===== config.mk =====
export PLATFORM = sky130hd
export DESIGN_NAME = cache_controller
export DESIGN_NICKNAME = d
export VERILOG_FILES = /design/src/rtl/cache_ctrl_pkg.sv /design/src/rtl/cache_stats_counter.sv /design/src/rtl/cache_controller.sv
export SDC_FILE = /design/constraint.sdc
export NUM_CORES = 1
export LEC_CHECK = 0
export BUFFER_PORTS_ARGS = -buffer_cell sky130_fd_sc_hd__clkbuf_2
export CAP_MARGIN = 20
export CORE_AREA = 10 10 141 143
export CTS_CLUSTER_DIAMETER = 100
export DETAILED_ROUTE_END_ITERATION = 6
export DIE_AREA = 0 0 151 153
export PLACE_DENSITY = 0.57
export SYNTH_ARGS = -nofsm -noshare
export SYNTH_HDL_FRONTEND = slang
export SYNTH_SLANG_ARGS = --single-unit

===== constraint.sdc =====
create_clock -name clk -period 7.9 [get_ports clk]
set_input_delay 0.79 -clock clk [delete_from_list [all_inputs] [get_ports clk]]
set_output_delay 0.79 -clock clk [all_outputs]
set_load 0.05 [all_outputs]

===== src/rtl/cache_ctrl_pkg.sv =====
// rtl/cache_ctrl_pkg.sv - shared widths and FSM state type for the cache controller
package cache_ctrl_pkg;
  localparam int CACHE_ADDR_W = 17;
  localparam int LINE_W       = 64;
  localparam int WORD_W       = 32;
  localparam int CNT_W        = 16;

  typedef enum logic [1:0] {
    IDLE      = 2'd0,
    READ_MISS = 2'd1,
    FILL      = 2'd2,
    WRITE     = 2'd3
  } state_t;
endpackage


===== src/rtl/cache_stats_counter.sv =====
// rtl/cache_stats_counter.sv - saturating event counter for cache statistics
module cache_stats_counter
  import cache_ctrl_pkg::*;
(
  input  logic             clk,
  input  logic             rst,
  input  logic             inc,
  output logic [CNT_W-1:0] count
);

  always_ff @(posedge clk or posedge rst) begin
    if (rst) begin
      count <= '0;
    end else if (inc && (count != {CNT_W{1'b1}})) begin
      count <= count + CNT_W'(1);
    end
  end

endmodule


===== src/rtl/cache_controller.sv =====
// rtl/cache_controller.sv - write-through, no-allocate cache controller over a 64-bit SRAM line
// Optional hit/miss statistics built only when CACHE_STATS_EN is defined.
module cache_controller
  import cache_ctrl_pkg::*;
#(
  parameter logic [31:0] BASE_ADDR = 32'd1024
) (
  input  logic                    clk,
  input  logic                    rst,
  input  logic                    mem_r_en,
  input  logic                    mem_w_en,
  input  logic [31:0]             address,
  input  logic [WORD_W-1:0]       wdata,
  output logic [WORD_W-1:0]       rdata,
  output logic                    ready,
  output logic [31:0]             sram_addr,
  output logic [WORD_W-1:0]       sram_wdata,
  output logic                    sram_r_en,
  output logic                    sram_w_en,
  input  logic [LINE_W-1:0]       sram_rdata,
  input  logic                    sram_ready,
  output logic [CACHE_ADDR_W-1:0] cache_address,
  output logic [LINE_W-1:0]       cache_write_data,
  output logic                    cache_read_en,
  output logic                    cache_write_en,
  output logic                    invalid,
  input  logic                    cache_hit,
  input  logic [WORD_W-1:0]       cache_read_data,
  output logic [CNT_W-1:0]        hit_count,
  output logic [CNT_W-1:0]        miss_count
);

  state_t            state;
  logic [LINE_W-1:0] line_buf;
  logic [31:0]       offset;
  logic              line_req;

  assign offset           = address - BASE_ADDR;
  assign cache_address    = offset[18:2];
  assign cache_write_data = line_buf;
  assign sram_wdata       = wdata;
  assign sram_addr        = line_req ? {offset[31:3], 3'b000} : offset;

  always_ff @(posedge clk or posedge rst) begin
    if (rst) begin
      state    <= IDLE;
      line_buf <= '0;
    end else begin
      case (state)
        IDLE: begin
          if (mem_w_en)                    state <= WRITE;
          else if (mem_r_en && !cache_hit) state <= READ_MISS;
        end
        READ_MISS: begin
          if (sram_ready) begin
            line_buf <= sram_rdata;
            state    <= FILL;
          end
        end
        FILL:    state <= IDLE;
        WRITE:   if (sram_ready) state <= IDLE;
        default: state <= IDLE;
      endcase
    end
  end

  // Outputs are combinational so hits complete in the request cycle; rst masks every strobe.
  always_comb begin
    ready          = 1'b1;
    rdata          = '0;
    sram_r_en      = 1'b0;
    sram_w_en      = 1'b0;
    cache_read_en  = 1'b0;
    cache_write_en = 1'b0;
    invalid        = 1'b0;
    line_req       = 1'b0;
    if (!rst) begin
      case (state)
        IDLE: begin
          if (mem_w_en) begin
            invalid   = 1'b1;
            sram_w_en = 1'b1;
            ready     = 1'b0;
          end else if (mem_r_en) begin
            cache_read_en = 1'b1;
            if (cache_hit) begin
              rdata = cache_read_data;
            end else begin
              ready     = 1'b0;
              sram_r_en = 1'b1;
              line_req  = 1'b1;
            end
          end
        end
        READ_MISS: begin
          ready     = 1'b0;
          sram_r_en = 1'b1;
          line_req  = 1'b1;
        end
        FILL: begin
          cache_read_en  = 1'b1;
          cache_write_en = 1'b1;
          rdata          = address[2] ? line_buf[63:32] : line_buf[31:0];
        end
        WRITE: begin
          sram_w_en = 1'b1;
          ready     = sram_ready;
        end
        default: ready = 1'b1;
      endcase
    end
  end

`ifdef CACHE_STATS_EN
  logic hit_inc;
  logic miss_inc;

  assign hit_inc  = (state == IDLE) && !mem_w_en && mem_r_en && cache_hit;
  assign miss_inc = (state == IDLE) && !mem_w_en && mem_r_en && !cache_hit;

  cache_stats_counter u_hit_cnt (
    .clk   (clk),
    .rst   (rst),
    .inc   (hit_inc),
    .count (hit_count)
  );

  cache_stats_counter u_miss_cnt (
    .clk   (clk),
    .rst   (rst),
    .inc   (miss_inc),
    .count (miss_count)
  );
`else
  assign hit_count  = '0;
  assign miss_count = '0;
`endif

endmodule

### Word level (Yosys, flattened, before mapping)

Index checks and enable logic that the tools add are counted.

* input port bits: 166
* bits in latches: 0
* output and inout bits: 215
* word-level logic and storage cells: 47
* memories kept: 0
* bits in read-only memories: 0
* RAM bits: 0
* register bits after elaboration: 66

* divide/modulo/power cells: 0
* reduce and logical (&&, ||, !) cells: 5
* bitwise operators: 0
* $lt $le $gt $ge: 0
* multiply operators: 0
* equality and inequality tests: 6
* shift operators: 0
* $add $sub $neg: 1
* multiplexer cells: 33

Operators by type and width (number)
* 32-bit 2-to-1 mux: 5
* 32-bit one-hot mux with 2 select lines: 1
* 32-bit by 11-bit subtractor with 32-bit output (second input constant): 1
* 1-bit 2-to-1 mux: 17
* 2-bit 2-to-1 mux: 4
* 2-bit one-hot mux with 4 select lines: 1
* 1-bit one-hot mux with 2 select lines: 3
* 2-bit == test (second input constant): 2
* 2-bit != test (second input constant): 2
* 3-bit 2-to-1 mux: 1
* 3-bit != test (second input constant): 1
* 1-bit one-hot mux with 3 select lines: 1
* 3-bit AND reduction: 1
* 2-bit by 1-bit == test with 1-bit output (second input constant): 1
* 2-bit zero test: 1
* 2-bit AND reduction: 1
* 1-bit logical AND: 1
* 1-bit zero test: 1

### Longest topological paths before layout

Gate-level depths: netlist of the first run.

* depth after elaboration: 6
* depth in mapped cells: 8
* depth with buffers taken out: 6

### Worst setup path after synthesis of the first run

No wires, ideal clock.

* kind: input to output
* start: input port rst
* end: output port rdata[10]
* data arrival time: 3.517 ns
* stages on the path: 4
* path buffers: 1
* slack: 3.593 ns
* data required time: 7.110 ns
* cells stage by stage: inv_1 -> o21ai_1 -> clkbuf_1 -> nor2_1

* longest elaborated chain between the ends: 1

Ends and longest elaborated chain
* start: declaration: line cache_controller.sv:9 `input logic rst,`
* 32-bit 2-to-1 mux: line cache_controller.sv:77 `if (!rst) begin`
* end: declaration: line cache_controller.sv:14 `output logic [WORD_W-1:0] rdata,`

Every way passes these cells.

### Worst setup path after layout of the first run

* start: input port address[17]
* end: output port sram_addr[26]

* longest elaborated chain between the ends: 1

Ends and longest elaborated chain
* start: declaration: line cache_controller.sv:12 `input logic [31:0] address,`
* 32-bit by 11-bit subtractor with 32-bit output: line cache_controller.sv:38 `assign offset = address - BASE_ADDR;`
* end: declaration: line cache_controller.sv:16 `output logic [31:0] sram_addr,`

Every way passes these cells.

==> impl_metrics.csv, run 1 <==
group,metric,value,unit
global_routing,globalRoute.totalOverflow,0,
worst_setup_path,critical_path.reg2reg.startpoint,"state[1]",
logic_synthesis,yosysWarningCount,0,
logic_synthesis,netlist-cell-type-count,32,
worst_setup_path,critical_path.startpoint_type,"input pin",
place,post-place-ws,4.35,ns
layout,multi_input_gate_area,0.00212,sq mm
global_routing,first_global_vias,4017,
worst_setup_path,ff2ff_setup_slack,5.92,ns
logic_synthesis,netlist_instances,426,
logic_synthesis,synth_compound_gate_area_share,6.81,%
logic_synthesis,post_synth_mux_area_share,24.7,%
clocking,clock_tree.htree_level_count,3,
drt,topRoutingLayerUsed,"met4",
drt,antenna_left,0,
drt,first_pass_iters,4,
pwr,worst_ir_drop_vdd,0.000293,V
floorplan,io_count,381,
clocking,cts_buffers,9,
worst_setup_path,crit_start,"address[17]",
pwr,p_leak,0.00292,uW
global_routing,grt_antenna_before_repair,0,
logic_synthesis,syn-mean-instance-area,10.4,sq um
drt,via_count,3753,
sta,final_critical_path_setup_slack,4.28,ns
drt,detailedRoute.firstIterationViolations,59,
sta,fmax,0.276,GHz
clocking,tritoncts_num_sinks,66,
worst_setup_path,criticalPathCategory,"input pin to output port",
global_routing,maximum_number_of_pins_on_one_net_before_global_route_repair,69,
sta,fin_worst_skew,0.00595,ns
logic_synthesis,synth-main-ff-cell,"sky130_fd_sc_hd__dfrtp_1",
drt,routed_via_density,4.38,
floorplan,initial_util,26.0,%
place,gpl.final_weighted_congestion,0.859,
layout,area_growth_synth_to_finish,30.2,%
logic_synthesis,synth_top_family_by_area,"multiplexers",
clocking,root_buffer,"sky130_fd_sc_hd__clkbuf_16",
worst_setup_path,worst_path_max_fanout,5,
floorplan,die_width,151,microns
worst_setup_path,rr_worst_depth,5,
place,portbufs,263,
layout,num-fill-cells,1760,
status,status,"finished, final reports clean",
pwr,power-per-cell-area,465,mW/mm^2
worst_setup_path,worstPathArrival,2.83,ns
sta,slew_violations,0,
logic_synthesis,synthesis.area,0.00443,sq mm
sta,finalSetupViolations,0,
worst_setup_path,critical_path.reg2reg.endpoint,"cache_write_data[36]",
logic_synthesis,synth_area_leaders,"sky130_fd_sc_hd__dfrtp_1 37%, sky130_fd_sc_hd__mux2_2 25%, sky130_fd_sc_hd__buf_4 15%",
drt,met3_wirelength,2200,microns
drt,wl_met2,7580,microns
logic_synthesis,synth_async_sr_flop_share,100,%
clocking,cts.repair_timing.setup_buffer_count,0,
logic_synthesis,synth_xor_area_share,3.76,%
worst_setup_path,type_of_element_capturing_the_critical_path,"output port",
global_routing,global_route_wire_length_before_repair,23000,microns
layout,finish.net_count,797,
floorplan,design.die.area,0.0231,sq mm
clocking,path_clk_slew,0.06,ns
clocking,cts_tree,"built",
sta,tns,0,ns
sta,final_period_minus_worst_setup_slack,3.62,ns
layout,antenna-diode-count,0,
floorplan,core.rowCount,48,
place,dp_hpwl,13100,microns
sta,grt_setup_unrepaired,"false",
sta,final_min_period_over_clock_period,45.9,%
layout,area.sequential,0.00165,sq mm
logic_synthesis,ys_ff_latch,66,
logic_synthesis,synth_simple_gate_area_share,8.45,%
logic_synthesis,synth_top_area_share,37.3,%
sta,final.hold.worst_slack,0.529,ns
floorplan,dieHeight,153,microns
clocking,cts.path.max_buffers,2,
drt,aggregate_routed_wire_length,15800,microns
pwr,totalPowerFinal,2680,uW
logic_synthesis,ys_seq_area_share,37.3,%
sta,timing_hold_violations_final,0,
sta,tightest_slew,0.934,ns
clocking,cts_resized,0,
worst_setup_path,crit_path_end,"sram_addr[26]",
sta,max_slew_margin,37.7,%
drt,post-route-drc-count,0,
drt,routedWlPerCell,18.5,microns
clocking,clkLatencyLatePin,0.33,ns
logic_synthesis,synth-adder-area-share,1.41,%
clocking,holdBufCountCts,0,
drt,met1_length,5620,microns
floorplan,coreArea,0.0171,sq mm
worst_setup_path,worstPathRequired,7.11,ns
logic_synthesis,synth_enable_flop_cells,0,
global_routing,global_route.usage.total,12.6,%
logic_synthesis,synth.largest_area_cell,"sky130_fd_sc_hd__dfrtp_1",
hold_path,worst_min_path_class,"flip-flop to flip-flop",
job,maxCapViolations,0,
layout,drive_gt1_share,61.2,%
==> where the power goes <==
part | internal (uW) | total, uW | switching (uW)
sequential | 514 | 654 | 140
combinational | 451 | 1590 | 1140
clock | 279 | 436 | 157
==> placed cells by master, fill, tap and decap left out, types with 2 or more instances in the layout <==
cell type                   Yosys  layout
sky130_fd_sc_hd__conb_1         1      32
sky130_fd_sc_hd__bufinv_16      0       2
sky130_fd_sc_hd__nor4_1         4       4
sky130_fd_sc_hd__nor2_1        43      43
sky130_fd_sc_hd__inv_1          9       8
sky130_fd_sc_hd__dfrtp_1       66      66
sky130_fd_sc_hd__nor3_1         3       3
sky130_fd_sc_hd__inv_6          0       3
sky130_fd_sc_hd__mux2_2        97      97
sky130_fd_sc_hd__clkbuf_2       0     263
sky130_fd_sc_hd__nand2_1        9       8
sky130_fd_sc_hd__buf_4         88       5
sky130_fd_sc_hd__xor2_1        12      12
sky130_fd_sc_hd__and2_1         4       4
sky130_fd_sc_hd__ha_1           5       5
sky130_fd_sc_hd__a21oi_1        2       2
sky130_fd_sc_hd__o21ai_0        3       3
sky130_fd_sc_hd__a22oi_1       32      32
sky130_fd_sc_hd__or4_1          3       3
sky130_fd_sc_hd__xnor2_1        7       7
sky130_fd_sc_hd__clkbuf_16      0       9
sky130_fd_sc_hd__nor3b_1        3       3
sky130_fd_sc_hd__nor2b_1        2       2
==> area by class of cell <==
class	count	area share, %
inverters	9	0.586
multi-input cells	272	36.8
repair buffers	268	23.5
well taps	225	4.88
clock buffers	9	3.90
clock inverters	7	1.71
flip-flops and latches	66	28.6
==> sequential cells by signal, indices dropped and copies added, names as in the netlist <==
signal,flops
state,2
cache_write_data,64
==> routing by layer <==
metal / GRT usage, % / vias up
met2: 21.8 / 248
li1: - / 1748
met3: 6.32 / 29
met1: 12.5 / 1728
met5: 0 / -
met4: 5.27 / 0
==> Yosys cell counts (4+ instances only) <==
library cell and n:
sky130_fd_sc_hd__nor4_1 4, sky130_fd_sc_hd__buf_4 88, sky130_fd_sc_hd__a22oi_1 32, sky130_fd_sc_hd__mux2_2 97, sky130_fd_sc_hd__nor2_1 43, sky130_fd_sc_hd__inv_1 9, sky130_fd_sc_hd__xor2_1 12, sky130_fd_sc_hd__nand2_1 9
sky130_fd_sc_hd__clkbuf_1 19, sky130_fd_sc_hd__dfrtp_1 66, sky130_fd_sc_hd__xnor2_1 7, sky130_fd_sc_hd__ha_1 5, sky130_fd_sc_hd__and2_1 4
==> metrics by stage <==
stage               util, %  instance area [sq um]  instances
finish                 33.8                   5770        856
global route           33.8                   5770        856
CTS                    33.8                   5770        856
detailed placement     31.9                   5440        840
global placement       31.9                   5440        840
floorplan                 -                   4550        457
==> worst max-delay path, stage by stage <==
cell                       delay [ns]
sky130_fd_sc_hd__clkbuf_2        0.12
sky130_fd_sc_hd__nor4_1          0.77
sky130_fd_sc_hd__nand4b_1        0.36
sky130_fd_sc_hd__nor4_1          0.34
sky130_fd_sc_hd__xor2_1          0.17
sky130_fd_sc_hd__clkbuf_2        0.29
==> worst min path at each step <==
stage / startpoint / to / cells after the start
after floorplan: state[0] / state[0] / 1
after global placement: cache_write_data[62] / cache_write_data[62] / 1
after detailed placement: cache_write_data[47] / cache_write_data[47] / 1
after CTS: cache_write_data[62] / cache_write_data[62] / 1
after global routing: cache_write_data[52] / cache_write_data[52] / 1
final: cache_write_data[62] / cache_write_data[62] / 1
==> cells by family (layout without fill, tap and decap cells) <==
family,Yosys count,in the layout
AO/OA/AOI/OAI,42,42
XOR/XNOR,19,19
adder cells (fa/ha/maj),5,5
buffers and inverters,119,293
flip-flops,66,66
multiplexers,97,97
other,1,32
AND/OR/NAND/NOR,77,77
Note: power is estimated with default switching activity, not from simulation.
==> run 2: changes to the inputs <==
--- a/config.mk
+++ b/config.mk
@@ -7,11 +7,11 @@
 export LEC_CHECK = 0
 export BUFFER_PORTS_ARGS = -buffer_cell sky130_fd_sc_hd__clkbuf_2
 export CAP_MARGIN = 20
-export CORE_AREA = 10 10 141 143
+export CORE_AREA = 10 10 138 140
 export CTS_CLUSTER_DIAMETER = 100
 export DETAILED_ROUTE_END_ITERATION = 6
-export DIE_AREA = 0 0 151 153
-export PLACE_DENSITY = 0.57
+export DIE_AREA = 0 0 148 150
+export PLACE_DENSITY = 0.62
 export SYNTH_ARGS = -nofsm -noshare
 export SYNTH_HDL_FRONTEND = slang
 export SYNTH_SLANG_ARGS = --single-unit
==> constraint.sdc (replaced) <==
create_clock -name clk -period 3.03 [get_ports clk]
set_input_delay 0.303 -clock clk [delete_from_list [all_inputs] [get_ports clk]]
set_output_delay 0.303 -clock clk [all_outputs]
set_load 0.05 [all_outputs]
==> impl_metrics.csv, run 2 (synthesis results as in run 1) <==
group,metric,value,unit
status,status,"finished, final reports clean",
layout,finish.net_count,800,
drt,detailedRoute.firstIterationViolations,99,
layout,multi_input_gate_area,0.00212,sq mm
worst_setup_path,ff2ff_setup_slack,1.09,ns
worst_setup_path,critical_path.top_delay_family,"buffers and inverters",
pwr,worst_ir_drop_vdd,0.000672,V
floorplan,core.rowCount,47,
worst_setup_path,critical_path.reg2reg.startpoint,"state[1]",
worst_setup_path,critical_path.startpoint_type,"flip-flop",
floorplan,die_width,148,microns
hold_path,worst_hold_startpoint,"sram_rdata[2]",
sta,fin_worst_skew,0.00742,ns
clocking,cts.repair_timing.setup_buffer_count,0,
sta,fmax,0.359,GHz
floorplan,dieHeight,150,microns
drt,post-route-drc-count,0,
sta,slew_violations,0,
global_routing,first_global_vias,4092,
pwr,p_leak,0.00293,uW
sta,finalSetupViolations,0,
worst_setup_path,cp_cell_sequence,"inv_1 > ha_1 > nor2b_1 > and3_1 > buf_4 > a22oi_1 > nor2_1 > clkbuf_2",
global_routing,global_route.usage.total,13.7,%
worst_setup_path,crit_start,"state[1]",
floorplan,io_count,381,
place,gpl.final_weighted_congestion,0.885,
sta,final.hold.worst_slack,0.194,ns
sta,final_period_minus_worst_setup_slack,2.78,ns
drt,routed_via_density,4.39,
job,maxCapViolations,0,
layout,area_growth_synth_to_finish,31.2,%
worst_setup_path,cp.depth,8,
sta,max_slew_margin,44.8,%
place,dp_hpwl,12700,microns
worst_setup_path,type_of_element_capturing_the_critical_path,"output port",
layout,largest_register_ff_count,64,
place,post-place-ws,0.565,ns
clocking,path_clk_slew,0.06,ns
floorplan,design.die.area,0.0222,sq mm
worst_setup_path,critical_path.max_stage_delay,0.41,ns
hold_path,worst_min_path_class,"input pin to flip-flop",
sta,final_critical_path_setup_slack,0.248,ns
pwr,power-per-cell-area,1200,mW/mm^2
layout,area.sequential,0.00165,sq mm
layout,drive_gt1_share,61.2,%
floorplan,initial_util,27.1,%
layout,final_common_cell,"sky130_fd_sc_hd__clkbuf_2",
sta,tightest_slew,0.827,ns
place,portbufs,263,
layout,final_cell_mix,"261 x sky130_fd_sc_hd__clkbuf_2, 97 x sky130_fd_sc_hd__mux2_2, 66 x sky130_fd_sc_hd__dfrtp_1",
worst_setup_path,critical_path.reg2reg.endpoint,"cache_write_data[38]",
global_routing,global_route_wire_length_before_repair,23900,microns
clocking,cts_buffers,9,
worst_setup_path,crit_path_end,"rdata[2]",
floorplan,coreArea,0.0163,sq mm
global_routing,grt_antenna_before_repair,0,
layout,num-fill-cells,1696,
worst_setup_path,worst_path_max_fanout,32,
clocking,root_buffer,"sky130_fd_sc_hd__clkbuf_16",
sta,tns,0,ns
drt,first_pass_iters,4,
global_routing,maximum_number_of_pins_on_one_net_before_global_route_repair,62,
worst_setup_path,critical_path_buf_inv_count,3,
drt,via_count,3750,
clocking,clock_tree.htree_level_count,3,
drt,antenna_left,0,
worst_setup_path,worstPathArrival,2.48,ns
worst_setup_path,criticalPathCategory,"flip-flop to output port",
clocking,cts.path.max_buffers,2,
sta,final_min_period_over_clock_period,91.8,%
global_routing,globalRoute.totalOverflow,0,
worst_setup_path,worstPathRequired,2.73,ns
worst_setup_path,timing.critical_path.slowest_stage_cell,"sky130_fd_sc_hd__dfrtp_1",
sta,grt_setup_unrepaired,"false",
drt,aggregate_routed_wire_length,15900,microns
clocking,clkLatencyLatePin,0.34,ns
worst_setup_path,rr_worst_depth,5,
clocking,cts_tree,"built",
drt,routedWlPerCell,18.6,microns
sta,timing_hold_violations_final,0,
layout,antenna-diode-count,0,
clocking,tritoncts_num_sinks,66,
run 2: changes by cell type in the layout (fill, tap and decap cells not counted), sizes merged:
cell / previous run / this run
clkbuf: 272 / 270
clkinvlp: 1 / 3
buf: 5 / 9
bufinv: 2 / 1
clkinv: 1 / 2
inv: 12 / 10
dlygate4sd3: 0 / 1
run 2: worst min path at each step:
stage                                      to  depth (start not counted)
final                     cache_write_data[2]                          2
after global routing      cache_write_data[2]                          2
after CTS                 cache_write_data[2]                          2
after detailed placement  cache_write_data[0]                          2
after global placement    cache_write_data[0]                          2
after floorplan           cache_write_data[0]                          1
run 2: through the flow:
step                      util, %  power (uW)  instances  cell area [sq um]
final                        35.5        6960        854               5810
after global routing         35.5        7360        854               5810
after CTS                    35.5        7060        854               5810
after detailed placement     33.6        5950        837               5500
after global placement       33.6        5920        837               5500
after floorplan                 -        5040        457               4550
run 2: worst register-to-register path: stages, from the launching register on:
cell	delay (ns)
sky130_fd_sc_hd__dfrtp_1	0.39
sky130_fd_sc_hd__inv_1	0.09
sky130_fd_sc_hd__ha_1	0.24
sky130_fd_sc_hd__nand2_2	0.35
sky130_fd_sc_hd__buf_12	0.32
sky130_fd_sc_hd__mux2_2	0.43
run 2: final cells by class:
class | count | area share [%]
inverters | 9 | 0.646
clock buffers | 9 | 3.88
repair buffers | 271 | 24.5
multi-input cells | 272 | 36.5
well taps | 220 | 4.74
clock inverters | 7 | 1.31
flip-flops and latches | 66 | 28.4
run 2: where the power goes:
| part | internal [uW] | switching, uW |
|---|---|---|
| combinational | 1200 | 2990 |
| sequential | 1340 | 362 |
| clock | 642 | 421 |
run 2: layer usage:
| metal | wire (microns) | vias up | global-route usage, % | part of all wire, % |
|---|---|---|---|---|
| met4 | 382 | 0 | 5.00 | 2.4 |
| li1 | - | 1755 | - | - |
| met1 | 5710 | 1739 | 13.5 | 36 |
| met3 | 1800 | 26 | 7.31 | 11 |
| met2 | 7970 | 230 | 23.8 | 50 |
| met5 | 0 | - | 0 | 0 |
run 2: what timing repair did:
action / in CTS / in global routing
hold buffers: 1 / 0
gates resized for setup: 0 / 0
endpoints found under the hold margin: 5 / 0
